<file path="config.mk">
export PLATFORM = sky130hd
export DESIGN_NAME = riscv_writeback_ctrl_flat
export DESIGN_NICKNAME = d
export VERILOG_FILES = /design/src/rtl/riscv_pkg.sv /design/src/rtl/riscv_writeback_ctrl_if.sv /design/src/rtl/riscv_load_align.sv /design/src/rtl/riscv_writeback_ctrl.sv /design/src/flat_wrapper.sv
export SDC_FILE = /design/constraint.sdc
export NUM_CORES = 1
export LEC_CHECK = 0
export CELL_PAD_IN_SITES_DETAIL_PLACEMENT = 0
export CELL_PAD_IN_SITES_GLOBAL_PLACEMENT = 1
export CORE_MARGIN = 4
export CORE_UTILIZATION = 37
export CTS_BUF_LIST = sky130_fd_sc_hd__clkbuf_4
export DETAILED_ROUTE_END_ITERATION = 10
export GPL_TIMING_DRIVEN = 0
export PLACE_DENSITY_LB_ADDON = 0.12
export SLEW_MARGIN = 30
export SYNTH_ARGS = -nofsm -noshare
export SYNTH_HDL_FRONTEND = slang
export SYNTH_SLANG_ARGS = --single-unit
</file>
<file path="constraint.sdc">
create_clock -name clk_i -period 2.3 [get_ports clk_i]
set_input_delay 0.46 -clock clk_i [delete_from_list [all_inputs] [get_ports clk_i]]
set_output_delay 0.46 -clock clk_i [all_outputs]
set_load 0.03 [all_outputs]
</file>
<file path="src/rtl/riscv_pkg.sv">
// Shared types for the register-file writeback controller: writeback source select,
// load funct3 encodings and the in-flight slot record.
package riscv_pkg;

  typedef enum logic [1:0] {
    WB_ALU  = 2'd0,
    WB_LOAD = 2'd1,
    WB_PC4  = 2'd2,
    WB_NONE = 2'd3
  } wbsel_e;

  localparam logic [2:0] F3_LB  = 3'b000;
  localparam logic [2:0] F3_LH  = 3'b001;
  localparam logic [2:0] F3_LW  = 3'b010;
  localparam logic [2:0] F3_LBU = 3'b100;
  localparam logic [2:0] F3_LHU = 3'b101;

  typedef struct packed {
    logic       valid;
    logic [4:0] rd;
    logic       regwen;
    wbsel_e     wbsel;
    logic [2:0] funct3;
  } wb_slot_t;

endpackage

</file>
<file path="src/rtl/riscv_writeback_ctrl_if.sv">
// Issue bundle into the writeback controller and its write port towards the regfile.
interface riscv_writeback_ctrl_if #(
  parameter int XLEN = 32
);
  logic            issue_valid_i;
  logic [4:0]      issue_rd_i;
  logic            issue_regwen_i;
  logic [1:0]      issue_wbsel_i;
  logic [2:0]      issue_funct3_i;
  logic [XLEN-1:0] issue_pc4_i;
  logic [4:0]      AddrD_o;
  logic [XLEN-1:0] DataD_o;
  logic            RegWEn_o;

  modport master (
    output issue_valid_i, issue_rd_i, issue_regwen_i, issue_wbsel_i, issue_funct3_i,
           issue_pc4_i,
    input  AddrD_o, DataD_o, RegWEn_o
  );

  modport slave (
    input  issue_valid_i, issue_rd_i, issue_regwen_i, issue_wbsel_i, issue_funct3_i,
           issue_pc4_i,
    output AddrD_o, DataD_o, RegWEn_o
  );
endinterface

</file>
<file path="src/rtl/riscv_load_align.sv">
// Extracts the addressed byte/half/word from a raw memory word and sign- or zero-extends it.
module riscv_load_align
  import riscv_pkg::*;
#(
  parameter int XLEN = 32
) (
  input  logic [2:0]      funct3_i,
  input  logic [1:0]      addr_i,
  input  logic [XLEN-1:0] word_i,
  output logic [XLEN-1:0] data_o
);

  logic [7:0]  byte_sel;
  logic [15:0] half_sel;

  always_comb begin
    byte_sel = word_i[{addr_i, 3'b000} +: 8];
    half_sel = word_i[{addr_i[1], 4'b0000} +: 16];
    case (funct3_i)
      F3_LB:   data_o = {{(XLEN-8){byte_sel[7]}}, byte_sel};
      F3_LBU:  data_o = {{(XLEN-8){1'b0}}, byte_sel};
      F3_LH:   data_o = {{(XLEN-16){half_sel[15]}}, half_sel};
      F3_LHU:  data_o = {{(XLEN-16){1'b0}}, half_sel};
      F3_LW:   data_o = word_i;
      default: data_o = word_i;
    endcase
  end

endmodule

</file>
<file path="src/rtl/riscv_writeback_ctrl.sv">
// Regfile write-side driver: rd leaves at issue, data/enable follow three cycles later to
// line up with the regfile's delayed AddrD. Also flags RAW hazards and counts retired writes.
module riscv_writeback_ctrl
  import riscv_pkg::*;
#(
  parameter int XLEN  = 32,
  parameter int CNT_W = 32
) (
  input  logic                   clk_i,
  input  logic                   rst_i,
  riscv_writeback_ctrl_if.slave  wb_if,
  input  logic                   flush_i,
  input  logic [XLEN-1:0]        ex_alu_i,
  input  logic [XLEN-1:0]        mem_rdata_i,
  input  logic [4:0]             rs1_i,
  input  logic [4:0]             rs2_i,
  output logic                   hazard_o,
  output logic [CNT_W-1:0]       retired_cnt_o
);

  wb_slot_t        issue_slot;
  wb_slot_t        slot1_d, slot1_q;
  wb_slot_t        slot2_d, slot2_q;
  logic            slot3_we_d, slot3_we_q;
  logic [XLEN-1:0] pc4_1_q, pc4_2_q, alu_2_q;
  logic [XLEN-1:0] data_3_d, data_3_q;
  logic [XLEN-1:0] load_data;
  logic [CNT_W-1:0] cnt_d, cnt_q;

  function automatic logic hit(input wb_slot_t s, input logic [4:0] rs);
    return s.valid & s.regwen & (rs != 5'd0) & (s.rd == rs);
  endfunction

  // Issue stage (cycle T): a flushed issue is already invalid here.
  always_comb begin
    issue_slot        = '0;
    issue_slot.valid  = wb_if.issue_valid_i & ~flush_i;
    issue_slot.rd     = wb_if.issue_rd_i;
    issue_slot.regwen = wb_if.issue_regwen_i;
    issue_slot.wbsel  = wbsel_e'(wb_if.issue_wbsel_i);
    issue_slot.funct3 = wb_if.issue_funct3_i;
  end

  assign wb_if.AddrD_o = (wb_if.issue_valid_i & wb_if.issue_regwen_i & ~flush_i)
                         ? wb_if.issue_rd_i : 5'd0;

  riscv_load_align #(.XLEN(XLEN)) u_load_align (
    .funct3_i (slot2_q.funct3),
    .addr_i   (alu_2_q[1:0]),
    .word_i   (mem_rdata_i),
    .data_o   (load_data)
  );

  // Slot1 -> slot2 (T+1) and slot2 -> slot3 (T+2); the slot2 entry is never flushed.
  always_comb begin
    slot1_d       = issue_slot;
    slot2_d       = slot1_q;
    slot2_d.valid = slot1_q.valid & ~flush_i;
    slot3_we_d    = slot2_q.valid & slot2_q.regwen & (slot2_q.wbsel != WB_NONE) &
                    (slot2_q.rd != 5'd0);
    case (slot2_q.wbsel)
      WB_ALU:  data_3_d = alu_2_q;
      WB_LOAD: data_3_d = load_data;
      WB_PC4:  data_3_d = pc4_2_q;
      default: data_3_d = '0;
    endcase
    cnt_d = cnt_q + {{(CNT_W-1){1'b0}}, slot3_we_q};
  end

  always_ff @(posedge clk_i) begin
    if (rst_i) begin
      slot1_q.valid <= 1'b0;
      slot2_q.valid <= 1'b0;
      slot3_we_q    <= 1'b0;
      data_3_q      <= '0;
      cnt_q         <= '0;
    end else begin
      slot1_q    <= slot1_d;
      slot2_q    <= slot2_d;
      slot3_we_q <= slot3_we_d;
      data_3_q   <= data_3_d;
      cnt_q      <= cnt_d;
    end
  end

  always_ff @(posedge clk_i) begin
    pc4_1_q <= wb_if.issue_pc4_i;
    pc4_2_q <= pc4_1_q;
    alu_2_q <= ex_alu_i;
  end

  // Slot3 (T+3) drives the regfile; it is left out of the hazard check because the
  // regfile read already sees a write committing this cycle.
  assign wb_if.RegWEn_o = slot3_we_q;
  assign wb_if.DataD_o  = data_3_q;
  assign retired_cnt_o  = cnt_q;
  assign hazard_o = hit(issue_slot, rs1_i) | hit(issue_slot, rs2_i) |
                    hit(slot1_q, rs1_i)    | hit(slot1_q, rs2_i)    |
                    hit(slot2_q, rs1_i)    | hit(slot2_q, rs2_i);

endmodule

</file>
<file path="src/flat_wrapper.sv">
// flat-port wrapper written by rule: the top's interface ports become plain ports
module riscv_writeback_ctrl_flat import riscv_pkg::*;
#(
  parameter int XLEN  = 32,
  parameter int CNT_W = 32
)
  (clk_i, rst_i, flush_i, ex_alu_i, mem_rdata_i, rs1_i, rs2_i, hazard_o, retired_cnt_o, wb_if_issue_valid_i, wb_if_issue_rd_i, wb_if_issue_regwen_i, wb_if_issue_wbsel_i, wb_if_issue_funct3_i, wb_if_issue_pc4_i, wb_if_AddrD_o, wb_if_DataD_o, wb_if_RegWEn_o);
  riscv_writeback_ctrl_if #(.XLEN(XLEN)) wb_if_i ();
  input  logic clk_i;
  input  logic rst_i;
  input  logic flush_i;
  input  logic [XLEN-1:0] ex_alu_i;
  input  logic [XLEN-1:0] mem_rdata_i;
  input  logic [4:0] rs1_i;
  input  logic [4:0] rs2_i;
  output logic hazard_o;
  output logic [CNT_W-1:0] retired_cnt_o;
  input wire logic [$bits(wb_if_i.issue_valid_i)-1:0] wb_if_issue_valid_i;
  input wire logic [$bits(wb_if_i.issue_rd_i)-1:0] wb_if_issue_rd_i;
  input wire logic [$bits(wb_if_i.issue_regwen_i)-1:0] wb_if_issue_regwen_i;
  input wire logic [$bits(wb_if_i.issue_wbsel_i)-1:0] wb_if_issue_wbsel_i;
  input wire logic [$bits(wb_if_i.issue_funct3_i)-1:0] wb_if_issue_funct3_i;
  input wire logic [$bits(wb_if_i.issue_pc4_i)-1:0] wb_if_issue_pc4_i;
  output wire logic [$bits(wb_if_i.AddrD_o)-1:0] wb_if_AddrD_o;
  output wire logic [$bits(wb_if_i.DataD_o)-1:0] wb_if_DataD_o;
  output wire logic [$bits(wb_if_i.RegWEn_o)-1:0] wb_if_RegWEn_o;
  assign wb_if_i.issue_valid_i = wb_if_issue_valid_i;
  assign wb_if_i.issue_rd_i = wb_if_issue_rd_i;
  assign wb_if_i.issue_regwen_i = wb_if_issue_regwen_i;
  assign wb_if_i.issue_wbsel_i = wb_if_issue_wbsel_i;
  assign wb_if_i.issue_funct3_i = wb_if_issue_funct3_i;
  assign wb_if_i.issue_pc4_i = wb_if_issue_pc4_i;
  assign wb_if_AddrD_o = wb_if_i.AddrD_o;
  assign wb_if_DataD_o = wb_if_i.DataD_o;
  assign wb_if_RegWEn_o = wb_if_i.RegWEn_o;
  riscv_writeback_ctrl #(.XLEN(XLEN), .CNT_W(CNT_W)) u_core (.clk_i(clk_i), .rst_i(rst_i), .wb_if(wb_if_i), .flush_i(flush_i), .ex_alu_i(ex_alu_i), .mem_rdata_i(mem_rdata_i), .rs1_i(rs1_i), .rs2_i(rs2_i), .hazard_o(hazard_o), .retired_cnt_o(retired_cnt_o));
endmodule
</file>
* Word-level counts from Yosys, hierarchy flattened
Index checks and enable logic that the tools add are counted.
** Operators by class
- Add/subtract/negate cells :: 1
- Eq/ne operators :: 12
- Shift operators :: 2
- Multiplexer cells :: 3
- Bitwise logic cells :: 27
- Reductions and logical operators :: 5
** Operator list (number)
- one-hot mux 32 bit (4 select lines) :: 1
- one-hot mux 32 bit (3 select lines) :: 1
- adder 32 x 1 -> 32 bit :: 1
- indexed part select 32 x 6 -> 16 bit :: 1
- indexed part select 32 x 6 -> 8 bit :: 1
- equality test 5 bit :: 6
- AND 1 bit :: 21
- nonzero test 5 bit :: 3
- equality test 3 bit, second input constant :: 2
- two-way mux 5 bit :: 1
- bitwise OR 1 bit :: 5
- equality test 3 x 1 -> 1 bit, second input constant :: 1
- zero test 3 bit :: 1
- equality test 2 x 1 -> 1 bit, second input constant :: 1
- equality test 2 bit, second input constant :: 1
- zero test 2 bit :: 1
- != test 2 bit, second input constant :: 1
- NOT 1 bit :: 1
** Word-level totals
- Register bits after elaboration :: 185
- Input port bits :: 121
- Output and inout port bits :: 71
- Word-level logic and storage cells :: 66

* Depth between registers and ports, before layout
Gate-level depths: netlist (run 1).
- Depth in word-level cells :: 10
- Depth in mapped cells :: 7

* Modules after synthesis
A second synthesis (run 1) with hierarchy kept.
** Unflattened totals
- Cells, all modules :: 625
- Area, all modules :: 6576.3 µm²
** Modules (own cells, without submodules)
- riscv_writeback_ctrl :: times used 1, cells an instance 516, area an instance 5948.2 µm², seq. area each 3923.8 µm²
- riscv_load_align :: times used 1, cells an instance 109, area an instance 628.1 µm², seq. area each 0.0 µm²

* Least setup slack after synthesis (run 1)
OpenSTA, ideal clock, no wires.
- Path type :: input -> output
- Start point :: in rs2_i[0]
- End point :: out hazard_o
- Arrival :: 1616 ps
- Required time :: 1840 ps
- Path slack :: 224 ps
- Cell stages on the path :: 5
- Buffers on the path :: 0
- Path through :: or4_1 nor2_1 nor4_1 o211ai_1 nand3_1
** On the way
- Longest elaborated chain between the ends :: 8
** RTL lines
- start, declared :: line flat_wrapper.sv:15 : input logic [4:0] rs2_i;
- nonzero test 5 bit :: line riscv_writeback_ctrl.sv:31 : return s.valid & s.regwen & (rs != 5'd0) & (s.rd == rs);
- AND 1 bit (2 in series) :: line riscv_writeback_ctrl.sv:31
- bitwise OR 1 bit (2 in series) :: line riscv_writeback_ctrl.sv:97 : assign hazard_o = hit(issue_slot, rs1_i) | hit(issue_slot, rs2_i) |
- bitwise OR 1 bit (2 in series) :: line riscv_writeback_ctrl.sv:98 : hit(slot1_q, rs1_i) | hit(slot1_q, rs2_i) |
- bitwise OR 1 bit (*) :: line riscv_writeback_ctrl.sv:99 : hit(slot2_q, rs1_i) | hit(slot2_q, rs2_i);
- end, declared :: line flat_wrapper.sv:16 : output logic hazard_o;
Every way passes the cells marked *; elsewhere a longest branch is shown, timed or not.

* Worst setup path after layout (run 1)
Same ends and word-level chain as after synthesis.

==> reports/qor.txt, run 1 <==
top post-synthesis cells by count -> dfxtp_1 (163), nor2_1 (66), mux2i_1 (40)
PwrDens -> 679 nW/um^2
NumNets Final -> 903
Clock power frac -> 0.295
CTS Buf Count -> 17
via count -> 4826
total negative setup slack -> -196 ps
Slew Viols, Final -> 0
relative slew slack -> 0.482
Area Growth Syn to Fin -> 39.5%
Hold Path Class -> primary input to register
Die ar. -> 19400 sq um
crit path DAT -> 2040 ps
final WL -> 17.0 mm
Final Worst Setup Slack -> -196 ps
Period Utilization, post-route -> 1.09
crit-path max cell delay -> 590 ps
fin area -> 8900 sq um
Core Footprint -> 16800 sq um
Via density -> 4.75
Logic pwr share -> 0.128
Layout Skew -> 21.4 ps
Die H -> 139 um
worst setup path class -> primary input to output pin
DR pass1 iterations -> 4
final setup fails -> 1
Total GRT Usage -> 0.173
DP HPWL -> 13.0 mm
sequential share of the synthesized area -> 0.615
clk_lat worst skew -> 550 ps
nature of the critical path endpoint -> output pin
share of cells above drive strength 1 -> 0.0845
Post-Syn Area -> 6380 sq um
IO Port Bufs -> 191
worst path cell trace -> dlygate4sd2_1, or4_1, nor2_4, nor4_2, o211ai_1, nand3_1, clkbuf_4
filler cell count -> 1526
DR iter-0 viols -> 264
Hold Violations, Final -> 0
cts hold-fix bufs -> 0
Routed WL per cell -> 16.7 um
Leak -> 0.00345 uW
DP Worst Slack -> -886 ps
Yosys cell types -> 45
Worst Path Max Fanout -> 4
largest area contributor in the netlist -> dfxtp_1
Buf+Inv Stages, Crit Path -> 2
cell-internal power -> 4510 uW
CP max-delay cell -> or4_1
Initial Utilization -> 0.381
chip width -> 139 um
clock period minus worst slack -> 2500 ps
Final Util -> 0.531
synth top area cells -> dfxtp_1 (51%), edfxtp_1 (10%), mux2i_1 (6.3%)
FMAX -> 0.401 GHz
CTS tree -> built
vias in the first global route -> 4887
Post-Layout Cell Count -> 1015
Worst Path Required -> 1840 ps
Synth Register Bits -> 185
placed cell areas -> 8570 sq um
Sw Pwr -> 1530 uW
sequential cell fraction of total power -> 0.577
first-pass GRT wire length -> 26.6 mm
yosys warns -> 0
syn_area_per_cell -> 11.2 sq um
post-detailed-route DRC marker count -> 0
row cnt -> 47
Worst setup SP type -> primary input
Synth Flop Type -> dfxtp_1
clock-pin slew of the registers on the worst-case setup and hold paths -> 150 ps
Sw Ratio -> 0.254
number of H-tree levels -> 4
status -> finished with violations
largest net degree at the start of global routing -> 18
worst slew pin tran -> 778 ps
Routed Antenna Nets -> 0
Yosys top cell area share -> 0.511
clk sink count -> 185
asr flop ratio synth -> 0
GP Congestion -> 0.787
grt ovf -> 0
initial antenna violation count -> 1
Max Buffers Root-to-Sink -> 2
Top Ports -> 192
VDD IR max -> 0.544 mV
Post-Place Cells -> 979
Crit path max-delay family -> simple AND/OR/NAND/NOR gates
failing checks -> negative setup slack
Max Cap Viol -> 0
area occupied by multi-input gates -> 2390 sq um
CTS root buf -> clkbuf_4
Cells after Synth -> 568
FF+latch area -> 3920 sq um
Post-synth EDFFs -> 22
count leader, synth -> dfxtp_1
RSZ-0062 raised after global routing -> true
syn_nets -> 691
## worst paths after layout
check / end / startpoint / cells after the start / slack (ps)
worst max-delay path: hazard_o / rs2_i[0] / 7 / -200
worst min-delay path: u_core.pc4_1_q[12] / wb_if_issue_pc4_i[12] / 1 / 330
worst max register to register: u_core.wb_if.DataD_o[23] / u_core.alu_2_q[1] / 7 / 140
worst min register to register: u_core.pc4_2_q[0] / u_core.pc4_1_q[0] / 0 / 340
## area by class of cell
type | instances | area share
diodes | 2 | 0.000562
plain buffers | 23 | 0.0105
clock buffers | 19 | 0.0160
clock inverters | 13 | 0.0162
inverters | 7 | 0.00337
multi-input cells | 353 | 0.268
flip-flops and latches | 185 | 0.441
well taps | 220 | 0.0309
repair buffers | 192 | 0.213
repair inverters | 1 | 0.000562
## state kept, by name, indices dropped and copies added (netlist names)
name and count:
u_core.slot1_q 12, u_core.pc4_2_q 32, u_core.wb_if.RegWEn_o 1, u_core.wb_if.DataD_o 32, u_core.slot2_q 12, u_core.pc4_1_q 32
u_core.alu_2_q 32, u_core.retired_cnt_o 32
## power groups by stage
| stage | logic, uW | registers (uW) | clock network, uW |
|---|---|---|---|
| 2_1_floorplan | 277 | 3630 | 0 |
| 3_3_place_gp | 772 | 3560 | 0 |
| 3_5_place_dp | 776 | 3560 | 0 |
| 4_1_cts | 777 | 3490 | 1840 |
| 5_1_grt | 836 | 3510 | 1980 |
| 6_report | 775 | 3490 | 1780 |
## what timing repair did
action / 4_1_cts / 5_1_grt
gates resized for setup: 23 / 22
endpoints found under the hold margin: 0 / 0
pin swaps: 0 / 1
setup endpoints to repair: 16 / 21
buffers inserted: 0 / 1
cloned: 1 / 0
## cell families (layout without fill, tap and decap cells)
kind of cell	Yosys count	count (layout)	synth area share
AO/OA/AOI/OAI	77	77	0.0798
XOR/XNOR	55	55	0.0755
adder cells (fa/ha/maj)	2	2	0.00392
buffers and inverters	30	255	0.0184
flip-flops	185	185	0.615
multiplexers	41	41	0.0663
other	0	2	0
AND/OR/NAND/NOR	178	178	0.141
## cell usage in the layout (no fill, tap or decap), types with 8 or more instances in the layout
master	Yosys	final
a21oi_1	15	15
edfxtp_1	22	22
nor2_1	66	63
clkdlybuf4s50_1	0	174
o21ai_0	13	12
dfxtp_1	163	163
mux2i_1	40	40
clkbuf_4	0	20
nand2_1	26	26
o22ai_1	21	21
xnor2_1	21	21
clkbuf_1	16	15
nand4_1	9	9
nand3_1	18	18
dlygate4sd2_1	0	8
xor2_1	34	34
## metrics by stage
step	power (uW)	hold slack, ps
5_1_grt	6320	255
3_5_place_dp	4340	313
6_report	6050	327
3_3_place_gp	4330	312
2_1_floorplan	3910	310
4_1_cts	6110	276
## layer usage
metal	share of wire	GRT usage	wire length (um)	vias to the layer above
li1	-	-	-	2424
met4	0.011	0.0474	189	0
met5	0	0	0	-
met1	0.46	0.235	7860	2236
met3	0.057	0.0419	962	10
met2	0.47	0.276	7960	156
No activity file was read; power rests on OpenSTA's default activity.
==> run 2: changes to the inputs <==
--- a/config.mk
+++ b/config.mk
@@ -5,9 +5,10 @@
 export SDC_FILE = /design/constraint.sdc
 export NUM_CORES = 1
 export LEC_CHECK = 0
+export ABC_CLOCK_PERIOD_IN_PS = 2300
 export CELL_PAD_IN_SITES_DETAIL_PLACEMENT = 0
 export CELL_PAD_IN_SITES_GLOBAL_PLACEMENT = 1
-export CORE_MARGIN = 4
+export CORE_MARGIN = 3
 export CORE_UTILIZATION = 37
 export CTS_BUF_LIST = sky130_fd_sc_hd__clkbuf_4
 export DETAILED_ROUTE_END_ITERATION = 10
==> run 2 against run 1 <==
  * The run still ends with negative setup slack left
  * Via count increased by 0.75%
  * Sequential share of layout area up 0.068 points
  * Maximum frequency rose by 2.2%
  * Sequential power is essentially flat
  * Die area down 2.9%
  * Final cell count fell by 0.20%
  * Total power shrank 0.69%
  * Register-to-register slack better by 30 ps
  * Largest power group unchanged
  * Wire length down 0.90%
==> reports/qor.txt, run 2 (synthesis results as in run 1) <==
final setup fails -> 1 (unchanged)
Worst setup SP type -> primary input
VDD IR max -> 0.369 mV (-32%)
reg2reg setup slack -> 170 ps (+30 ps)
CTS tree -> built
worst slew pin tran -> 814 ps (+36.6 ps)
cts hold-fix bufs -> 0 (unchanged)
Final Worst Setup Slack -> -143 ps (+52.7 ps)
clk sink count -> 185 (unchanged)
Sw Ratio -> 0.252 (-0.00164)
clock period minus worst slack -> 2440 ps (-52.7 ps)
FF-to-FF Start -> u_core.alu_2_q[1]
Routed WL per cell -> 16.6 um (-0.70%)
cell-internal power -> 4490 uW (-0.48%)
PwrDens -> 675 nW/um^2 (-0.54%)
chip width -> 137 um (-1.4%)
IO Port Bufs -> 191 (unchanged)
Sw Pwr -> 1510 uW (-1.3%)
Hold Violations, Final -> 0 (unchanged)
HP Start -> u_core.pc4_1_q[20]
Initial Utilization -> 0.381 (unchanged)
WHS Path Cells -> 0 (-1)
number of H-tree levels -> 4 (unchanged)
vias in the first global route -> 4775 (-2.3%)
Die ar. -> 18900 sq um (-2.9%)
row cnt -> 47 (unchanged)
failing checks -> negative setup slack
largest net degree at the start of global routing -> 17 (-1)
Core Footprint -> 16800 sq um (unchanged)
Post-CTS Setup Bufs -> 0 (unchanged)
FMAX -> 0.409 GHz (+2.2%)
CTS root buf -> clkbuf_4
DR pass1 iterations -> 4 (unchanged)
sequential cell fraction of total power -> 0.581 (+0.004)
initial antenna violation count -> 1 (unchanged)
Area Growth Syn to Fin -> 39.3%
worst setup path class -> primary input to output pin
status -> finished with violations
NumNets Final -> 901 (-0.22%)
Leak -> 0.00345 uW (-0.10%)
Die H -> 137 um (-1.4%)
Worst Path Required -> 1840 ps (about the same)
grt ovf -> 0 (unchanged)
Total GRT Usage -> 0.181 (+0.00798)
most common cell after layout, fill and taps aside -> clkdlybuf4s50_1
crit path DAT -> 1980 ps (-60 ps)
Period Utilization, post-route -> 1.06 (-0.0229)
worst-case reg-to-reg path depth -> 6 (-1)
RSZ-0062 raised after global routing -> true
Post-Layout Cell Count -> 1013 (-0.20%)
Slew Viols, Final -> 0 (unchanged)
Final Total Pwr -> 6000 uW (-0.69%)
WHS Endpoint -> u_core.pc4_2_q[20]
Worst Path Max Fanout -> 4 (unchanged)
Post-Place Cells -> 979 (unchanged)
post-detailed-route DRC marker count -> 0 (unchanged)
GP Congestion -> 0.788 (+0.15%)
Via density -> 4.80 (+0.94%)
DP HPWL -> 12.7 mm (-2.1%)
Top Ports -> 192 (unchanged)
Max Buffers Root-to-Sink -> 2 (unchanged)
first-pass GRT wire length -> 25.7 mm (-3.1%)
CTS Buf Count -> 17 (unchanged)
most frequent cells in the layout -> clkdlybuf4s50_1 (174), dfxtp_1 (163), nor2_1 (63), mux2i_1 (40), xor2_1 (34)
share of cells above drive strength 1 -> 0.0898 (+0.00527)
clock-pin slew of the registers on the worst-case setup and hold paths -> 150 ps (about the same)
DR iter-0 viols -> 201 (-24%)
Routed Antenna Nets -> 0 (unchanged)
final WL -> 16.8 mm (-0.90%)
Clock power frac -> 0.289 (-0.006)
nature of the critical path endpoint -> output pin
via count -> 4862 (+0.75%)
Logic pwr share -> 0.130 (+0.002)
Layout Skew -> 23.3 ps (+1.90 ps)
Hold Path Class -> register to register
clk_lat worst skew -> 540 ps (about the same)
relative slew slack -> 0.457 (-0.0244)
Max Cap Viol -> 0 (unchanged)
RR Endpoint -> u_core.wb_if.DataD_o[20]
filler cell count -> 1548 (+1.4%)
==> run 2: worst max path at each step <==
stage / depth (start not counted) / startpoint / endpoint / slack, ps
2_1_floorplan: 5 / rs2_i[0] / hazard_o / 220
3_3_place_gp: 7 / rs1_i[0] / hazard_o / -970
3_5_place_dp: 7 / rs1_i[0] / hazard_o / -960
4_1_cts: 6 / u_core.slot1_q[7] / hazard_o / -170
5_1_grt: 6 / u_core.slot1_q[7] / hazard_o / -260
6_report: 7 / rs1_i[0] / hazard_o / -140
==> run 2: power groups by stage <==
stage               logic (uW)  clock network [uW]  registers (uW)
detailed placement         777                   0            3560
global placement           772                   0            3560
global route               838                1950            3510
floorplan                  277                   0            3630
CTS                        782                1810            3490
finish                     778                1740            3490
==> run 2: repair_timing <==
item	CTS	global route
gates cloned	1	0
hold endpoints to repair	0	0
resized for setup	33	17
setup endpoints to repair	17	13
==> run 2: layout make-up <==
cell class                 instances  area [sq um]  area share
clock inverter                    14           143      0.0160
buffer                            22          88.8     0.00999
timing repair buffer             191          1880       0.212
sequential                       185          3920       0.441
antenna                            2          5.00    0.000563
clock buffer                      18           135      0.0152
multi-input combinational        353          2400       0.270
inverter                           7          30.0     0.00338
tap                              220           275      0.0310
timing repair inverter             1          5.00    0.000563
==> run 2: per-stage QoR <==
step | TNS (ps) | setup WS (ps) | area (sq um) | hold slack [ps] | util
CTS | -173 | -173 | 8870 | 269 | 0.529
global route | -258 | -258 | 8890 | 242 | 0.530
floorplan | 0 | 224 | 6380 | 310 | -
finish | -143 | -143 | 8890 | 314 | 0.530
global placement | -16860 | -974 | 8570 | 311 | 0.511
detailed placement | -18640 | -958 | 8570 | 312 | 0.511
==> run 2: critical path, cell delays in order <==
cell and delay (ps):
dlygate4sd2_1 300, or4_4 570, nor2_4 140, nor4_1 70, o21ai_1 150, nand3_1 110
buf_4 180
==> run 2: layer usage <==
layer	wire, um	up-vias	track usage	part of all wire
met5	0	-	0	0
met4	159	0	0.0449	0.0095
met3	1040	10	0.0508	0.062
met2	7920	128	0.283	0.47
met1	7700	2300	0.248	0.46
li1	-	2424	-	-
